[config.mk]
export PLATFORM = sky130hd
export DESIGN_NAME = mem_access
export DESIGN_NICKNAME = d
export VERILOG_FILES = /design/src/rtl/mem_access_pkg.sv /design/src/rtl/mem_access_store_fmt.sv /design/src/rtl/mem_access.sv
export SDC_FILE = /design/constraint.sdc
export NUM_CORES = 1
export LEC_CHECK = 0
export CAP_MARGIN = 40
export CORE_MARGIN = 1
export CORE_UTILIZATION = 33
export DETAILED_ROUTE_END_ITERATION = 10
export GPL_TIMING_DRIVEN = 0
export PLACE_DENSITY = 0.74
export SYNTH_ARGS = -nofsm -noshare
export SYNTH_HDL_FRONTEND = slang
export SYNTH_HIERARCHICAL = 1
export SYNTH_SLANG_ARGS = --single-unit
[constraint.sdc]
create_clock -name clk -period 1.5 [get_ports clk]
set_input_delay 0.225 -clock clk [delete_from_list [all_inputs] [get_ports clk]]
set_output_delay 0.225 -clock clk [all_outputs]
set_load 0.02 [all_outputs]
[src/rtl/mem_access_pkg.sv]
// rtl/mem_access_pkg.sv - opcodes, FSM states and opcode-class helpers for mem_access
package mem_access_pkg;

  localparam logic [5:0] op_LB  = 6'h20;
  localparam logic [5:0] op_LH  = 6'h21;
  localparam logic [5:0] op_LW  = 6'h23;
  localparam logic [5:0] op_LBU = 6'h24;
  localparam logic [5:0] op_LHU = 6'h25;
  localparam logic [5:0] op_SB  = 6'h28;
  localparam logic [5:0] op_SH  = 6'h29;
  localparam logic [5:0] op_SW  = 6'h2B;

  typedef enum logic [1:0] {
    MEM_IDLE = 2'd0,
    MEM_REQ  = 2'd1,
    MEM_DONE = 2'd2
  } mem_state_e;

  function automatic logic is_load(input logic [5:0] op);
    return (op == op_LB) || (op == op_LBU) || (op == op_LH) ||
           (op == op_LHU) || (op == op_LW);
  endfunction

  function automatic logic is_store(input logic [5:0] op);
    return (op == op_SB) || (op == op_SH) || (op == op_SW);
  endfunction

endpackage

[src/rtl/mem_access_store_fmt.sv]
// rtl/mem_access_store_fmt.sv - store strobe/lane formatting and alignment check (MEM_ADDR_EXC_EN)
module store_fmt
  import mem_access_pkg::*;
(
  input  logic [5:0]  op,
  input  logic [1:0]  addr_lo,
  input  logic [31:0] wd,
  output logic        wr,
  output logic [3:0]  wstrb,
  output logic [31:0] wdata,
  output logic        addr_err
);

  // Replicate store data across lanes and pick strobes; loads leave the bus write-idle
  always_comb begin
    wr       = 1'b0;
    wstrb    = 4'b0000;
    wdata    = 32'h0;
    addr_err = 1'b0;
    case (op)
      op_SB: begin
        wr    = 1'b1;
        wstrb = 4'b0001 << addr_lo;
        wdata = {4{wd[7:0]}};
      end
      op_SH: begin
        wr    = 1'b1;
        wstrb = addr_lo[1] ? 4'b1100 : 4'b0011;
        wdata = {2{wd[15:0]}};
      end
      op_SW: begin
        wr    = 1'b1;
        wstrb = 4'b1111;
        wdata = wd;
      end
      default: ;
    endcase
`ifdef MEM_ADDR_EXC_EN
    case (op)
      op_LH, op_LHU, op_SH: addr_err = addr_lo[0];
      op_LW, op_SW:         addr_err = |addr_lo;
      default:              addr_err = 1'b0;
    endcase
`endif
  end

endmodule

[src/rtl/mem_access.sv]
// rtl/mem_access.sv - MEM-stage data-memory req/ack unit with stall (MEM_ADDR_EXC_EN enables address exceptions)
module mem_access
  import mem_access_pkg::*;
#(
  parameter int ADDR_W = 32
) (
  input  logic              clk,
  input  logic              resetn,
  input  logic [5:0]        opM,
  input  logic              memenM,
  input  logic              flushM,
  input  logic [ADDR_W-1:0] aluoutM,
  input  logic [31:0]       writedataM,
  output logic              data_req,
  output logic              data_wr,
  output logic [3:0]        data_wstrb,
  output logic [ADDR_W-1:0] data_addr,
  output logic [31:0]       data_wdata,
  input  logic              data_ack,
  input  logic [31:0]       data_rdata,
  output logic [31:0]       readdataM,
  output logic              stallM,
  output logic              adelM,
  output logic              adesM,
  output logic [ADDR_W-1:0] badvaddrM
);

  mem_state_e        state_q, state_d;
  logic              wr_q, wr_d;
  logic [3:0]        wstrb_q, wstrb_d;
  logic [ADDR_W-1:0] addr_q, addr_d;
  logic [31:0]       wdata_q, wdata_d;
  logic [31:0]       rdata_q, rdata_d;
  logic              load_q, load_d;
  logic              flushed_q, flushed_d;

  logic              fmt_wr;
  logic [3:0]        fmt_wstrb;
  logic [31:0]       fmt_wdata;
  logic              addr_err;
  logic              trigger;

  store_fmt u_store_fmt (
    .op       (opM),
    .addr_lo  (aluoutM[1:0]),
    .wd       (writedataM),
    .wr       (fmt_wr),
    .wstrb    (fmt_wstrb),
    .wdata    (fmt_wdata),
    .addr_err (addr_err)
  );

  assign trigger = memenM & ~flushM & ~addr_err;

  // Next-state and stall/request decode; stall depends on data_ack only via the state register
  always_comb begin
    state_d   = state_q;
    wr_d      = wr_q;
    wstrb_d   = wstrb_q;
    addr_d    = addr_q;
    wdata_d   = wdata_q;
    rdata_d   = rdata_q;
    load_d    = load_q;
    flushed_d = flushed_q;
    stallM    = 1'b0;
    data_req  = 1'b0;
    case (state_q)
      MEM_IDLE: begin
        stallM = trigger;
        if (trigger) begin
          wr_d      = fmt_wr;
          wstrb_d   = fmt_wstrb;
          addr_d    = {aluoutM[ADDR_W-1:2], 2'b00};
          wdata_d   = fmt_wdata;
          load_d    = is_load(opM);
          flushed_d = 1'b0;
          state_d   = MEM_REQ;
        end
      end
      MEM_REQ: begin
        data_req = 1'b1;
        stallM   = 1'b1;
        if (flushM) flushed_d = 1'b1;
        if (data_ack) begin
          // A killed instruction still finishes its bus beat but must not touch readdataM
          if (load_q && !flushM && !flushed_q) rdata_d = data_rdata;
          state_d = (flushM || flushed_q) ? MEM_IDLE : MEM_DONE;
        end
      end
      MEM_DONE: state_d = MEM_IDLE;
      default:  state_d = MEM_IDLE;
    endcase
  end

  // State and bus-latch registers
  always_ff @(posedge clk or negedge resetn) begin
    if (!resetn) begin
      state_q   <= MEM_IDLE;
      wr_q      <= 1'b0;
      wstrb_q   <= 4'b0000;
      addr_q    <= '0;
      wdata_q   <= 32'h0;
      rdata_q   <= 32'h0;
      load_q    <= 1'b0;
      flushed_q <= 1'b0;
    end else begin
      state_q   <= state_d;
      wr_q      <= wr_d;
      wstrb_q   <= wstrb_d;
      addr_q    <= addr_d;
      wdata_q   <= wdata_d;
      rdata_q   <= rdata_d;
      load_q    <= load_d;
      flushed_q <= flushed_d;
    end
  end

  assign data_wr    = wr_q;
  assign data_wstrb = wstrb_q;
  assign data_addr  = addr_q;
  assign data_wdata = wdata_q;
  assign readdataM  = rdata_q;

`ifdef MEM_ADDR_EXC_EN
  logic exc_valid;
  assign exc_valid = (state_q == MEM_IDLE) & memenM & ~flushM & addr_err;
  assign adelM     = exc_valid & is_load(opM);
  assign adesM     = exc_valid & is_store(opM);
  assign badvaddrM = exc_valid ? aluoutM : '0;
`else
  assign adelM     = 1'b0;
  assign adesM     = 1'b0;
  assign badvaddrM = '0;
`endif

endmodule
==> results of run 1 <==
-- placed cells by master (no fill, tap or decap), types with 2 or more instances in the layout --
cell	count
a211oi_1	10
a21boi_0	6
a21boi_1	2
a21oi_1	8
a311oi_1	4
a311oi_2	3
buf_12	2
buf_16	2
buf_2	9
buf_4	50
buf_6	8
clkbuf_16	9
clkbuf_4	3
clkbuf_8	2
clkdlybuf4s50_1	101
clkinvlp_4	3
conb_1	37
dfrtp_1	102
dlygate4sd2_1	101
dlymetal6s2s_1	2
inv_1	2
inv_6	2
mux2_2	83
mux2_4	17
nand2_1	8
nand2b_1	18
nand3_1	8
nor2_1	3
nor2_2	2
nor2b_1	2
nor3_1	2
nor3b_1	8
or3b_1	7
-- logic make-up after synthesis --
family          count (synthesis)
compound gates                 38
other cells                     2
flops                         103
mux                           100
buf+inv                        65
simple gates                   66
-- where the power goes --
group	leakage, nW	internal (mW)	switching [mW]	total [mW]
Clock	0.149	1.40	1.05	2.45
Sequential	1.36	3.43	0.316	3.75
Combinational	2.48	1.69	1.73	3.41
Total	3.99	6.51	3.10	9.61
-- worst reg2reg max path, delay by kind of cell, from the launching register on --
| family | cells | cell delay (ns) |
|---|---|---|
| buf+inv | 3 | 0.48 |
| flops | 1 | 0.42 |
| mux | 1 | 0.30 |
| simple gates | 2 | 0.20 |
-- metrics by stage --
stage               power, mW  setup WS, ns
finish                   9.61        0.0126
global route             10.1       -0.0370
CTS                      9.68       -0.0380
detailed placement       7.56        -0.569
global placement         7.47         -3.61
floorplan                5.64       -0.0176
-- registers in the layout (all words and copies together), names as in the netlist --
register and cells:
data_addr 30, data_wdata 32, data_wr 1, data_wstrb 4, flushed_q 1, load_q 1
readdataM 32, state_q 2
-- area by class of cell --
class | instances | area [µm²]
well taps | 184 | 230
repair buffers | 220 | 2100
clock inverters | 5 | 62.6
clock buffers | 11 | 253
fillers | 1272 | 6720
inverters | 3 | 15.0
multi-input cells | 241 | 2100
plain buffers | 61 | 482
flip-flops and latches | 103 | 2580
-- cells in the mapped netlist (all sizes together) --
library cell | number | share of area [%]
nand3 | 8 | 0.82
and4 | 1 | 0.18
nor3 | 2 | 0.20
nor3b | 9 | 1.5
o21ba | 1 | 0.20
a311oi | 8 | 1.4
dfrtp | 103 | 53
nor2b | 3 | 0.54
nand4bb | 1 | 0.23
a2111oi | 1 | 0.18
or3b | 8 | 1.5
a22o | 1 | 0.18
conb | 2 | 0.15
and3 | 1 | 0.13
inv | 3 | 0.23
a21oi | 9 | 0.99
clkbuf | 2 | 0.15
nand2 | 9 | 0.69
mux2 | 100 | 24
nand2b | 18 | 2.3
a21boi | 8 | 1.2
buf | 60 | 9.0
a211oi | 10 | 1.5
nor2 | 6 | 0.46
-- metal layers --
metal | track usage [%] | vias to the layer above
li1 | - | 1777
met1 | 20.0 | 1794
met4 | 7.96 | 0
met2 | 30.1 | 183
met3 | 4.62 | 22
met5 | 0 | -
-- repair_timing --
action | CTS | global route
pin swaps | 3 | 3
gates resized for setup | 139 | 16
endpoints found under the setup margin | 200 | 63
setup buffers | 6 | 4
endpoints found under the hold margin | 44 | 0
gates cloned | 1 | 0
hold buffers | 1 | 0
-- final timing paths --
path | from | end | slack (ns) | depth (start not counted)
worst min-delay path | flushM | flushed_q$_DFFE_PN0P_ | 0.39 | 2
worst max register to register | state_q[1]$_DFFE_PN0P_ | data_wstrb[2]$_DFFE_PN0P_ | 0.01 | 6
worst min register to register | readdataM[21]$_DFFE_PN0P_ | readdataM[21]$_DFFE_PN0P_ | 0.50 | 1
min in group asynchronous | resetn | data_addr[2]$_DFFE_PN0P_ | 0.41 | 2
worst max-delay path | state_q[1]$_DFFE_PN0P_ | data_wstrb[2]$_DFFE_PN0P_ | 0.01 | 6
max in group asynchronous | resetn | readdataM[23]$_DFFE_PN0P_ | 0.38 | 3
==> results_dict.tcl, run 1 <==
set metrics [dict create \
    avgRoutedWirePerCell_um 16.3 \
    grtUsageTotal_pct 17.4 \
    root_buffer "clkbuf_16" \
    place_inst 801 \
    slew_headroom_pct 58.3 \
    required_ns 1.74 \
    synth_xor_area_share_pct 0 \
    hold_class "in2reg" \
    gp_congestion 0.782 \
    vias_per_cell 4.56 \
    cts.sinks 103 \
    path_clk_slew_ns 0.07 \
    synthCells 374 \
    critPathKind "reg2reg" \
    dr.pass1.iters 4 \
    crit_fanout 10 \
    ant_nets 0 \
    fin_crit_sh_pct 99.2 \
    crit_chain "buf_4 -> nor2_4 -> nand2_4 -> buf_8 -> buf_12 -> mux2_4" \
    rsz0062_at_grt "true" \
    ir_drop_mv 0.605 \
    initial_utilization_pct 33.8 \
    rows 44 \
    synth_compound_area_share_pct 5.74 \
    die_area_um2 15400 \
    grt_pass1_vias 3796 \
    drc 0 \
    slew_violations 0 \
    die_w_um 124 \
    grt_start_max_net_pins 60 \
    layout_min_cycle_time_ns 1.49 \
    max_freq_mhz 672 \
    synth_cell_type_count 31 \
    htree_levels 3 \
    final_cell_area_um2 7810 \
    p_leak_nw 3.99 \
    grt-ovfl-total 0 \
    core_area_um2 14500 \
    die_height_um 124 \
    power_density_nw_per_um2 1230 \
    synth_warnings 6 \
    first_iter_violations 88 \
    post-dp-hpwl_um 10400 \
    portBuffers 207 \
    fin_tns_setup_ns 0 \
    final_hold_viol_count 0 \
    synthSimpleGateAreaFrac_pct 8.49 \
    layout.nets 746 \
    io-pin-count 244 \
    cts_buffers 9 \
    avgSynthCellArea_um2 13.1 \
    cts_buffer_depth 2 \
    synth.area.mux_share_pct 23.7 \
    ys_seq_elements 103 \
    tightestPinTransition_ns 0.625 \
    diodes 0 \
    via_count 3776 \
    instances_no_fill 828 \
    start_kind "flop" \
    arrival_ns 1.72 \
    antenna_found_initial 0 \
    cp_slowest_cell "dfrtp_2" \
    synth_fa_ha_area_share_pct 0 \
    top_layer "met4" \
    layout-drive-gt1-share_pct 32.3 \
    status "finished clean" \
    cts_tree "yes" \
    utilization_pct 53.8 \
    grt_pass1_wl_um 19800 \
    setup_viol 0 \
    syn_area_um2 4910 \
    skew_ns 0.0101 \
    met3WireLength_um 1170 \
    cp_num_buf_inv 3 \
    synth_top_family_by_area "multiplexers" \
    ys_seq_area_share_pct 52.5 \
    endpoint_kind "flop" \
    wirelength_um 13500 \
    max_stage_delay_ns 0.42 \
    area_growth_pct 59.2 \
    placed_cell_area_um2 7370 \
    timing.hold.ws_ns 0.391 \
    drv_cap 0 \
    clock_latency_ns 0.35 \
    wl_met2_um 6580 \
    path_delay_family "buffers and inverters" \
    wirelength_met1_um 5380 \
]
No activity file was read; power rests on OpenSTA's default activity.
==> run 2, diff against run 1 <==
Settings changed: GPL_TIMING_DRIVEN 0 to 1.
==> run 2 against run 1 <==
The flow now finishes with violations (setup timing). Sequential power hardly changed. Non-clock buffer count is 32 lower. Die area is the same. Final cell count fell by 3.9%. Critical path depth decreased by 2. Sequential cell count unchanged. First-iteration DRC count grew 44%. Routed wire length about the same. Utilization down 1.1 points. Design area is 2.0% lower. Critical path type unchanged.
==> results_dict.tcl, run 2 (synthesis results as in run 1) <==
set metrics [dict create \
    endpoint_kind "flop" \
    hold_class "in2reg" \
    cts_tree "yes" \
    max_stage_delay_ns 0.45 \
    layout_min_cycle_time_ns 1.55 \
    p_total_mw 9.83 \
    final_hold_viol_count 0 \
    critPathKind "reg2reg" \
    power_switching_share_pct 31.7 \
    drc 0 \
    reg2reg_from "state_q[1]$_DFFE_PN0P_" \
    nFillCells 1285 \
    final_common_cell "clkdlybuf4s50_1" \
    rsz0062_at_grt "true" \
    gp_congestion 0.784 \
    tightestPinTransition_ns 0.616 \
    hold_end "flushed_q$_DFFE_PN0P_" \
    violations "setup timing" \
    cts_buffer_depth 2 \
    die_area_um2 15400 \
    setup_viol 27 \
    drv_cap 0 \
    multi_input_area_um2 2100 \
    max_freq_mhz 647 \
    die_height_um 124 \
    antenna_found_initial 0 \
    layout_setup_ws_ns -0.0458 \
    grt_pass1_vias 3653 \
    wirelength_um 13500 \
    final_cell_mix "clkdlybuf4s50_1 (104), dfrtp_1 (102), dlygate4sd2_1 (99)" \
    io-pin-count 244 \
    first_iter_violations 127 \
    seq_power_share_pct 38.1 \
    path_clk_slew_ns 0.07 \
    required_ns 1.73 \
    die_w_um 124 \
    cts_buffers 9 \
    ant_nets 0 \
    initial_utilization_pct 33.8 \
    cp_slowest_cell "dfrtp_2" \
    cts.sinks 103 \
    grt_start_max_net_pins 104 \
    clock_latency_ns 0.34 \
    core_area_um2 14500 \
    root_buffer "clkbuf_16" \
    grt-ovfl-total 0 \
    dr.pass1.iters 4 \
    p_sw_mw 3.12 \
    ir_drop_mv 0.560 \
    rr_endpoint "readdataM[8]$_DFFE_PN0P_" \
    skew_ns 0.00804 \
    path_delay_family "flip-flops" \
    comb_power_share_pct 34.4 \
    cp_num_buf_inv 1 \
    regArea_um2 2580 \
    slew_headroom_pct 59.0 \
    htree_levels 3 \
    fin_crit_sh_pct 103 \
    layout-drive-gt1-share_pct 28.3 \
    layout.nets 714 \
    hp-start "flushM" \
    via_count 3718 \
    crit_chain "nor2b_4 -> and4_4 -> clkbuf_16 -> mux2_2" \
    arrival_ns 1.78 \
    rows 44 \
    area_growth_pct 56.1 \
    clockPowerShare_pct 27.5 \
    startpoint "state_q[1]$_DFFE_PN0P_" \
    timing.hold.ws_ns 0.331 \
    diodes 0 \
    worst_r2r_path_depth 4 \
    vias_per_cell 4.67 \
    grtUsageTotal_pct 16.8 \
    grt_pass1_wl_um 19300 \
    crit_fanout 7 \
    p_leak_nw 3.85 \
    holdPathStages 3 \
    slew_violations 0 \
    power_density_nw_per_um2 1280 \
    avgRoutedWirePerCell_um 16.9 \
    p_int_mw 6.72 \
    portBuffers 207 \
    start_kind "flop" \
    post-dp-hpwl_um 9780 \
    rrSetupSlack_ns -0.05 \
    place_ws_ns -0.511 \
    status "finished with violations" \
]
run 2: how the worst max path moves through the flow:
stage	to	slack (ns)	cells past startpoint
after floorplan	readdataM[0]$_DFFE_PN0P_	-0.02	5
after global placement	load_q$_DFFE_PN0P_	-0.69	5
after detailed placement	stallM	-0.51	5
after CTS	stallM	-0.06	5
after global routing	readdataM[25]$_DFFE_PN0P_	-0.08	4
final	readdataM[8]$_DFFE_PN0P_	-0.05	4
run 2: worst min-delay path, delay by kind of cell:
kind            cells  cell delay (ns)
buf+inv             2             0.29
compound gates      1             0.13
run 2: power groups by stage:
stage          Sequential, mW  Clock [mW]  Combinational [mW]
2_1_floorplan            4.57           0                1.07
3_3_place_gp             3.80           0                3.66
3_5_place_dp             3.84           0                3.73
4_1_cts                  3.76        2.77                3.29
5_1_grt                  3.83        2.91                3.61
6_report                 3.75        2.71                3.38
run 2: per-layer routing:
metal	wire, µm	up-vias	part of all wire [%]	track usage [%]
li1	-	1706	-	-
met1	5400	1816	40	19.8
met2	6720	174	50	28.7
met3	1040	22	7.7	4.30
met4	291	0	2.2	7.59
met5	0	-	0	0
run 2: what timing repair did:
item | 4_1_cts | 5_1_grt
gates cloned | 0 | 3
gates resized for setup | 110 | 25
hold buffers | 1 | 0
pin swaps | 0 | 3
endpoints found under the hold margin | 103 | 0
buffers inserted | 0 | 2
setup endpoints to repair | 130 | 38
run 2: layout make-up:
cell class | count | area share, %
Clock buffer | 9 | 2.94
Clock inverter | 7 | 1.54
Inverter | 3 | 0.147
Multi-Input combinational cell | 241 | 27.4
Sequential cell | 103 | 33.7
Tap cell | 184 | 3.01
Timing Repair Buffer | 249 | 31.3
run 2: through the flow:
step,util (%),setup TNS [ns],cells,area (µm²)
CTS,51.5,-0.857,791,7490
global placement,49.9,-30.91,773,7250
finish,52.7,-0.628,796,7660
floorplan,-,-0.475,409,5050
detailed placement,49.9,-32.85,774,7260
global route,52.7,-2.20,796,7660
